## config.mk

```make
export PLATFORM = sky130hd
export DESIGN_NAME = ntt_butterfly
export DESIGN_NICKNAME = d
export VERILOG_FILES = /design/src/rtl/ntt_pkg.sv /design/src/rtl/mod_addsub.sv /design/src/rtl/ntt_butterfly.sv
export SDC_FILE = /design/constraint.sdc
export NUM_CORES = 2
export LEC_CHECK = 0
export CAP_MARGIN = 5
export CORE_ASPECT_RATIO = 1.2
export CORE_MARGIN = 1
export CORE_UTILIZATION = 60
export DETAILED_ROUTE_END_ITERATION = 6
export PLACE_DENSITY_LB_ADDON = 0.15
export SLEW_MARGIN = 20
export SYNTH_ARGS = -nofsm -noshare
export SYNTH_HDL_FRONTEND = slang
export SYNTH_HIERARCHICAL = 1
export SYNTH_SLANG_ARGS = --single-unit
```

## constraint.sdc

```tcl
create_clock -name clk_i -period 20 [get_ports clk_i]
set_input_delay 4 -clock clk_i [delete_from_list [all_inputs] [get_ports clk_i]]
set_output_delay 4 -clock clk_i [all_outputs]
set_load 0.03 [all_outputs]
```

## src/rtl/ntt_pkg.sv

```systemverilog
// rtl/ntt_pkg.sv - shared widths and coefficient type for the NTT butterfly
package ntt_pkg;

  localparam int LOG_WIDTH  = 16;
  localparam int PARAM_RLOG = 18;

  typedef logic [LOG_WIDTH-1:0] coeff_t;

endpackage

```

## src/rtl/mod_addsub.sv

```systemverilog
// rtl/mod_addsub.sv - modular add and subtract of two fully reduced residues
module mod_addsub
  import ntt_pkg::*;
#(
  parameter int W = LOG_WIDTH
) (
  input  logic [W-1:0] x,
  input  logic [W-1:0] y,
  input  logic [W-1:0] q,
  output logic [W-1:0] sum,
  output logic [W-1:0] diff
);

  logic [W:0]   sum_full;
  logic [W:0]   sum_red;
  logic [W:0]   diff_full;
  logic [W-1:0] diff_wrap;

  // sum keeps its carry bit so x+y >= q is detected without truncation;
  // a borrow on x-y is repaired by adding q back (result always < q)
  always_comb begin
    sum_full  = {1'b0, x} + {1'b0, y};
    sum_red   = sum_full - {1'b0, q};
    diff_full = {1'b0, x} - {1'b0, y};
    diff_wrap = diff_full[W-1:0] + q;
    sum       = (sum_full >= {1'b0, q}) ? sum_red[W-1:0] : sum_full[W-1:0];
    diff      = diff_full[W] ? diff_wrap : diff_full[W-1:0];
  end

endmodule

```

## src/rtl/ntt_butterfly.sv

```systemverilog
// rtl/ntt_butterfly.sv - 3-stage CT butterfly with Montgomery twiddle product; NTT_BFU_GS_EN adds GS mode
module ntt_butterfly
  import ntt_pkg::*;
#(
  parameter int PARAM_RLOG = ntt_pkg::PARAM_RLOG,
  parameter int LOG_WIDTH  = ntt_pkg::LOG_WIDTH
) (
  input  logic                  clk_i,
  input  logic                  rst_i,
  input  logic [LOG_WIDTH-1:0]  modulus,
  input  logic [PARAM_RLOG-1:0] param_MinQinvModR,
  input  logic                  in_valid_i,
  output logic                  in_ready_o,
  input  logic [LOG_WIDTH-1:0]  a_i,
  input  logic [LOG_WIDTH-1:0]  b_i,
  input  logic [LOG_WIDTH-1:0]  w_i,
`ifdef NTT_BFU_GS_EN
  input  logic                  mode_i,
`endif
  output logic                  out_valid_o,
  input  logic                  out_ready_i,
  output logic [LOG_WIDTH-1:0]  a_o,
  output logic [LOG_WIDTH-1:0]  b_o
);

  localparam int PW = 2 * LOG_WIDTH;
  localparam int AW = PARAM_RLOG + LOG_WIDTH + 1;

  // one enable for every stage: the whole pipe advances or freezes together
  logic advance;
  assign advance    = !out_valid_o || out_ready_i;
  assign in_ready_o = advance;

  // S1: operand register (x carries a or a+b, y carries b or a-b)
  logic                 s1_valid;
  logic [LOG_WIDTH-1:0] s1_x;
  logic [LOG_WIDTH-1:0] s1_y;
  logic [LOG_WIDTH-1:0] s1_w;
  logic [LOG_WIDTH-1:0] s1_x_d;
  logic [LOG_WIDTH-1:0] s1_y_d;

`ifdef NTT_BFU_GS_EN
  logic                 s1_mode;
  logic                 s2_mode;
  logic [LOG_WIDTH-1:0] pre_sum;
  logic [LOG_WIDTH-1:0] pre_diff;

  mod_addsub #(.W(LOG_WIDTH)) u_pre (
    .x    (a_i),
    .y    (b_i),
    .q    (modulus),
    .sum  (pre_sum),
    .diff (pre_diff)
  );

  // GS folds the add/sub into the first stage so latency stays at three
  always_comb begin
    s1_x_d = mode_i ? pre_sum  : a_i;
    s1_y_d = mode_i ? pre_diff : b_i;
  end
`else
  // CT only: operands go straight into the first stage
  always_comb begin
    s1_x_d = a_i;
    s1_y_d = b_i;
  end
`endif

  // S1 register; bubbles enter as cleared valid bits
  always_ff @(posedge clk_i) begin
    if (rst_i) begin
      s1_valid <= 1'b0;
      s1_x     <= '0;
      s1_y     <= '0;
      s1_w     <= '0;
`ifdef NTT_BFU_GS_EN
      s1_mode  <= 1'b0;
`endif
    end else if (advance) begin
      s1_valid <= in_valid_i;
      s1_x     <= s1_x_d;
      s1_y     <= s1_y_d;
      s1_w     <= w_i;
`ifdef NTT_BFU_GS_EN
      s1_mode  <= mode_i;
`endif
    end
  end

  // S2: Montgomery product t = y*w*R^-1 mod q
  logic [PW-1:0]         prod;
  logic [PARAM_RLOG-1:0] mont_u;
  logic [AW-1:0]         mont_acc;
  logic [LOG_WIDTH:0]    mont_s;
  logic [LOG_WIDTH:0]    mont_s_red;
  logic [LOG_WIDTH-1:0]  mont_t;

  // full-width accumulator: y*w + u*q is exactly divisible by R and < 2q*R
  always_comb begin
    prod       = {{LOG_WIDTH{1'b0}}, s1_y} * {{LOG_WIDTH{1'b0}}, s1_w};
    mont_u     = prod[PARAM_RLOG-1:0] * param_MinQinvModR;
    mont_acc   = {{(AW-PW){1'b0}}, prod}
               + ({{(LOG_WIDTH+1){1'b0}}, mont_u} * {{(PARAM_RLOG+1){1'b0}}, modulus});
    mont_s     = (LOG_WIDTH+1)'(mont_acc >> PARAM_RLOG);
    mont_s_red = mont_s - {1'b0, modulus};
    mont_t     = (mont_s >= {1'b0, modulus}) ? mont_s_red[LOG_WIDTH-1:0]
                                             : mont_s[LOG_WIDTH-1:0];
  end

  logic                 s2_valid;
  logic [LOG_WIDTH-1:0] s2_x;
  logic [LOG_WIDTH-1:0] s2_t;

  // S2 register: reduced product plus the pass-through operand
  always_ff @(posedge clk_i) begin
    if (rst_i) begin
      s2_valid <= 1'b0;
      s2_x     <= '0;
      s2_t     <= '0;
`ifdef NTT_BFU_GS_EN
      s2_mode  <= 1'b0;
`endif
    end else if (advance) begin
      s2_valid <= s1_valid;
      s2_x     <= s1_x;
      s2_t     <= mont_t;
`ifdef NTT_BFU_GS_EN
      s2_mode  <= s1_mode;
`endif
    end
  end

  // S3: CT add/sub of the pass-through operand and the product
  logic [LOG_WIDTH-1:0] post_sum;
  logic [LOG_WIDTH-1:0] post_diff;
  logic [LOG_WIDTH-1:0] res_a;
  logic [LOG_WIDTH-1:0] res_b;

  mod_addsub #(.W(LOG_WIDTH)) u_post (
    .x    (s2_x),
    .y    (s2_t),
    .q    (modulus),
    .sum  (post_sum),
    .diff (post_diff)
  );

`ifdef NTT_BFU_GS_EN
  // GS results are already formed: sum from S1, product from S2
  always_comb begin
    res_a = s2_mode ? s2_x : post_sum;
    res_b = s2_mode ? s2_t : post_diff;
  end
`else
  // CT results straight from the add/sub
  always_comb begin
    res_a = post_sum;
    res_b = post_diff;
  end
`endif

  // output register: data only loads with a valid triple, holds during stalls
  always_ff @(posedge clk_i) begin
    if (rst_i) begin
      out_valid_o <= 1'b0;
      a_o         <= '0;
      b_o         <= '0;
    end else if (advance) begin
      out_valid_o <= s2_valid;
      if (s2_valid) begin
        a_o <= res_a;
        b_o <= res_b;
      end
    end
  end

endmodule

```

==> impl_metrics.toml <==
[worst_setup_path]
regToRegEndpoint = "s2_t[0]"
cp-end-kind = "flop"
reg2regPathDepth = 62
rrSetupSlack_ns = 1.32
crit_arrival_ns = 19.04
r2r-start = "s1_y[7]"
worstSetupPathType = "flop to flop"
max_stage_delay_ns = 0.75
crit_required_ns = 20.36
critPathLaunchType = "flop"
timing.critical_path.mode_cell = "fa_1"
worstPathMaxFanout = 19
slowest_stage = "dfxtp_1"

[synth]
synthesis.area_sq_um = 31300
ys_ff_latch = 115
async_reset_ff_share_pct = 0
ys_seq_area_share_pct = 7.35
ys.warnings.count = 6
synthCells = 3710
synth-edff-count = 0
syn_area_per_cell_sq_um = 8.45
syn_nets = 4697
synth_cell_type_count = 87
synth_ff_type = "dfxtp_1"

[worst_hold_path]
worstHoldPathCells = 2
min_path_type = "flop to flop"
whs_endpoint = "s1_x[13]"
holdCritStartpoint = "s1_x[13]"

[sta]
slew_violations = 0
rsz0062_at_grt = "no"
fin_crit_ns = 18.68
finalClockSkew_ns = 0.0164
slew_headroom_pct = 27.2
final_hold_viol_count = 0
fin_hold_ws_ns = 0.452
worst_slew_pin_slew_ns = 1.09
fmax_mhz = 53.5
tns_ns = 0
setup_viol = 0
period_share_pct = 93.4

[global_route]
gr-total-overflow = 0
grt_max_degree = 79
grt_pass1_vias = 25600
grt_pass1_wl_um = 131000
antenna_found_initial = 1
track_usage_pct = 31.7

[run]
cap_viol_max_count = 0

[routing]
drcViolationCount = 0
antenna_left = 0
dr.pass1.iters = 6
vias = 24500
wirelength_um = 80500
detail_route.vias_per_cell = 5.52
drt_iter0_drc = 1415
post_drt_wl_per_cell_um = 18.1

[layout]
stdcell_area_sq_um = 33700
synthToLayoutAreaGrowth_pct = 7.54
layout.nets = 4713
drive_above_1_share_pct = 3.64

[floorplanning]
start_util_pct = 60.9
core_sq_um = 51500
dieArea_sq_um = 53200
rows = 91
die_h_um = 252
die-width_um = 211
ios = 120

[clock_tree]
cts.repair.resized = 0
clk_pin_slew_ns = 0.06
clockBufferDepth = 2
postCtsHoldBufs = 0
htreeDepth = 4
cts-root-buf = "clkbuf_16"
tritoncts = "built"
clock_latency_ns = 0.45
cts_made_buffers = 17
postCtsSetupBuffers = 0
clock_sinks = 115

[status]
status = "finished clean"

[placed_design]
place.gp.congestion = 0.950
place.detailed.hpwl_um = 65200
portBuffers = 119
place_area_sq_um = 33100
[layer usage]
| layer | GRT usage [%] | vias up | share of wire (%) | wire (um) |
|---|---|---|---|---|
| li1 | - | 11400 | - | - |
| met3 | 3.09 | 199 | 3.9 | 3180 |
| met5 | 0 | - | 0 | 0 |
| met1 | 38.6 | 12300 | 40 | 31900 |
| met4 | 16.5 | 0 | 5.8 | 4690 |
| met2 | 55.5 | 667 | 51 | 40700 |
[area by class of cell]
cell class / count / area, sq um
diodes: 1 / 2.50
well taps: 697 / 872
fillers: 4473 / 17800
clock buffers: 18 / 439
repair buffers: 150 / 1420
clock inverters: 14 / 168
inverters: 748 / 2810
flip-flops and latches: 115 / 2300
multi-input cells: 2694 / 25700
[critical path: cells and delay by family (launching register included)]
kind / cells / cell delay [ns]
muxes: 1 / 0.37
AOI/OAI and AO/OA: 15 / 3.02
and+or+nand+nor: 7 / 1.41
xor gates and xnor gates: 12 / 2.82
buffers and inverters: 6 / 0.57
DFF: 1 / 0.75
adders and majority gates: 21 / 9.65
[logic make-up after synthesis]
logic type	Yosys count	synth area share [%]
DFF	115	7.35
and+or+nand+nor	1183	17.9
muxes	31	1.17
xor gates and xnor gates	138	4.11
adders and majority gates	901	49.4
buffers and inverters	901	10.9
AOI/OAI and AO/OA	441	9.11
[synthesized netlist by cell type, types with 5 or more instances]
| library cell | number | share of area, % |
|---|---|---|
| a211oi_1 | 28 | 0.67 |
| a21boi_0 | 5 | 0.12 |
| a21o_1 | 37 | 0.89 |
| a21oi_1 | 197 | 3.1 |
| a21oi_2 | 5 | 0.14 |
| a311oi_1 | 7 | 0.20 |
| and2_1 | 319 | 6.4 |
| and2b_1 | 5 | 0.12 |
| and3_1 | 23 | 0.46 |
| buf_1 | 5 | 0.060 |
| buf_2 | 6 | 0.096 |
| clkbuf_1 | 138 | 1.7 |
| dfxtp_1 | 115 | 7.3 |
| fa_1 | 561 | 36 |
| ha_1 | 340 | 14 |
| inv_1 | 747 | 8.9 |
| mux2_2 | 10 | 0.36 |
| mux2_4 | 9 | 0.43 |
| mux2i_1 | 12 | 0.38 |
| nand2_1 | 609 | 7.3 |
| nand2b_1 | 18 | 0.36 |
| nand3_1 | 20 | 0.32 |
| nand4_1 | 9 | 0.18 |
| nor2_1 | 108 | 1.3 |
| nor2b_1 | 22 | 0.44 |
| nor3_1 | 12 | 0.19 |
| o21a_1 | 21 | 0.50 |
| o21ai_0 | 56 | 0.89 |
| o21ai_1 | 5 | 0.080 |
| o21bai_1 | 19 | 0.46 |
| or3_1 | 9 | 0.18 |
| xnor2_1 | 107 | 3.0 |
| xor2_1 | 24 | 0.67 |
[worst max-delay path by stage]
stage | from | endpoint | slack (ns) | cells after the start
2_1_floorplan | s1_y[9] | s2_t[0] | 2.71 | 63
3_3_place_gp | s1_y[9] | s2_t[0] | 1.67 | 62
3_5_place_dp | s1_y[7] | s2_t[0] | 1.39 | 63
4_1_cts | s1_y[7] | s2_t[0] | 1.34 | 62
5_1_grt | s1_y[8] | s2_t[0] | 0.28 | 62
6_report | s1_y[7] | s2_t[0] | 1.32 | 62
[flip-flops by register name (all words and copies together) (netlist names)]
| register | flops |
|---|---|
| s2_valid | 1 |
| s1_valid | 1 |
| s1_y | 16 |
| a_o | 16 |
| b_o | 16 |
| s2_x | 16 |
| s1_w | 16 |
| s2_t | 16 |
| s1_x | 16 |
| out_valid_o | 1 |
[stage by stage]
stage	setup WS [ns]	cells	utilization (%)
global route	0.284	4437	65.5
detailed placement	1.39	4404	64.3
global placement	1.67	4404	64.3
CTS	1.34	4436	65.5
finish	1.32	4437	65.5
floorplan	2.71	3710	-
[cells in the final DEF (no fill, tap or decap), types with 10 or more instances in the layout]
cell type,n
inv_1,747
nand2_1,609
fa_1,561
ha_1,340
and2_1,319
a21oi_1,197
clkdlybuf4s50_1,118
dfxtp_1,115
nor2_1,108
xnor2_1,100
o21ai_0,56
a21o_1,37
buf_4,32
a211oi_1,28
and3_1,23
xor2_1,23
o21a_1,21
nor2b_1,21
nand3_1,20
o21bai_1,19
nand2b_1,18
clkbuf_16,17
nor3_1,12
mux2i_1,12
mux2_2,10
Power is left out: the tool's default activity adds up to more than one toggle a clock period on the data nets, which glitch-free logic cannot reach.
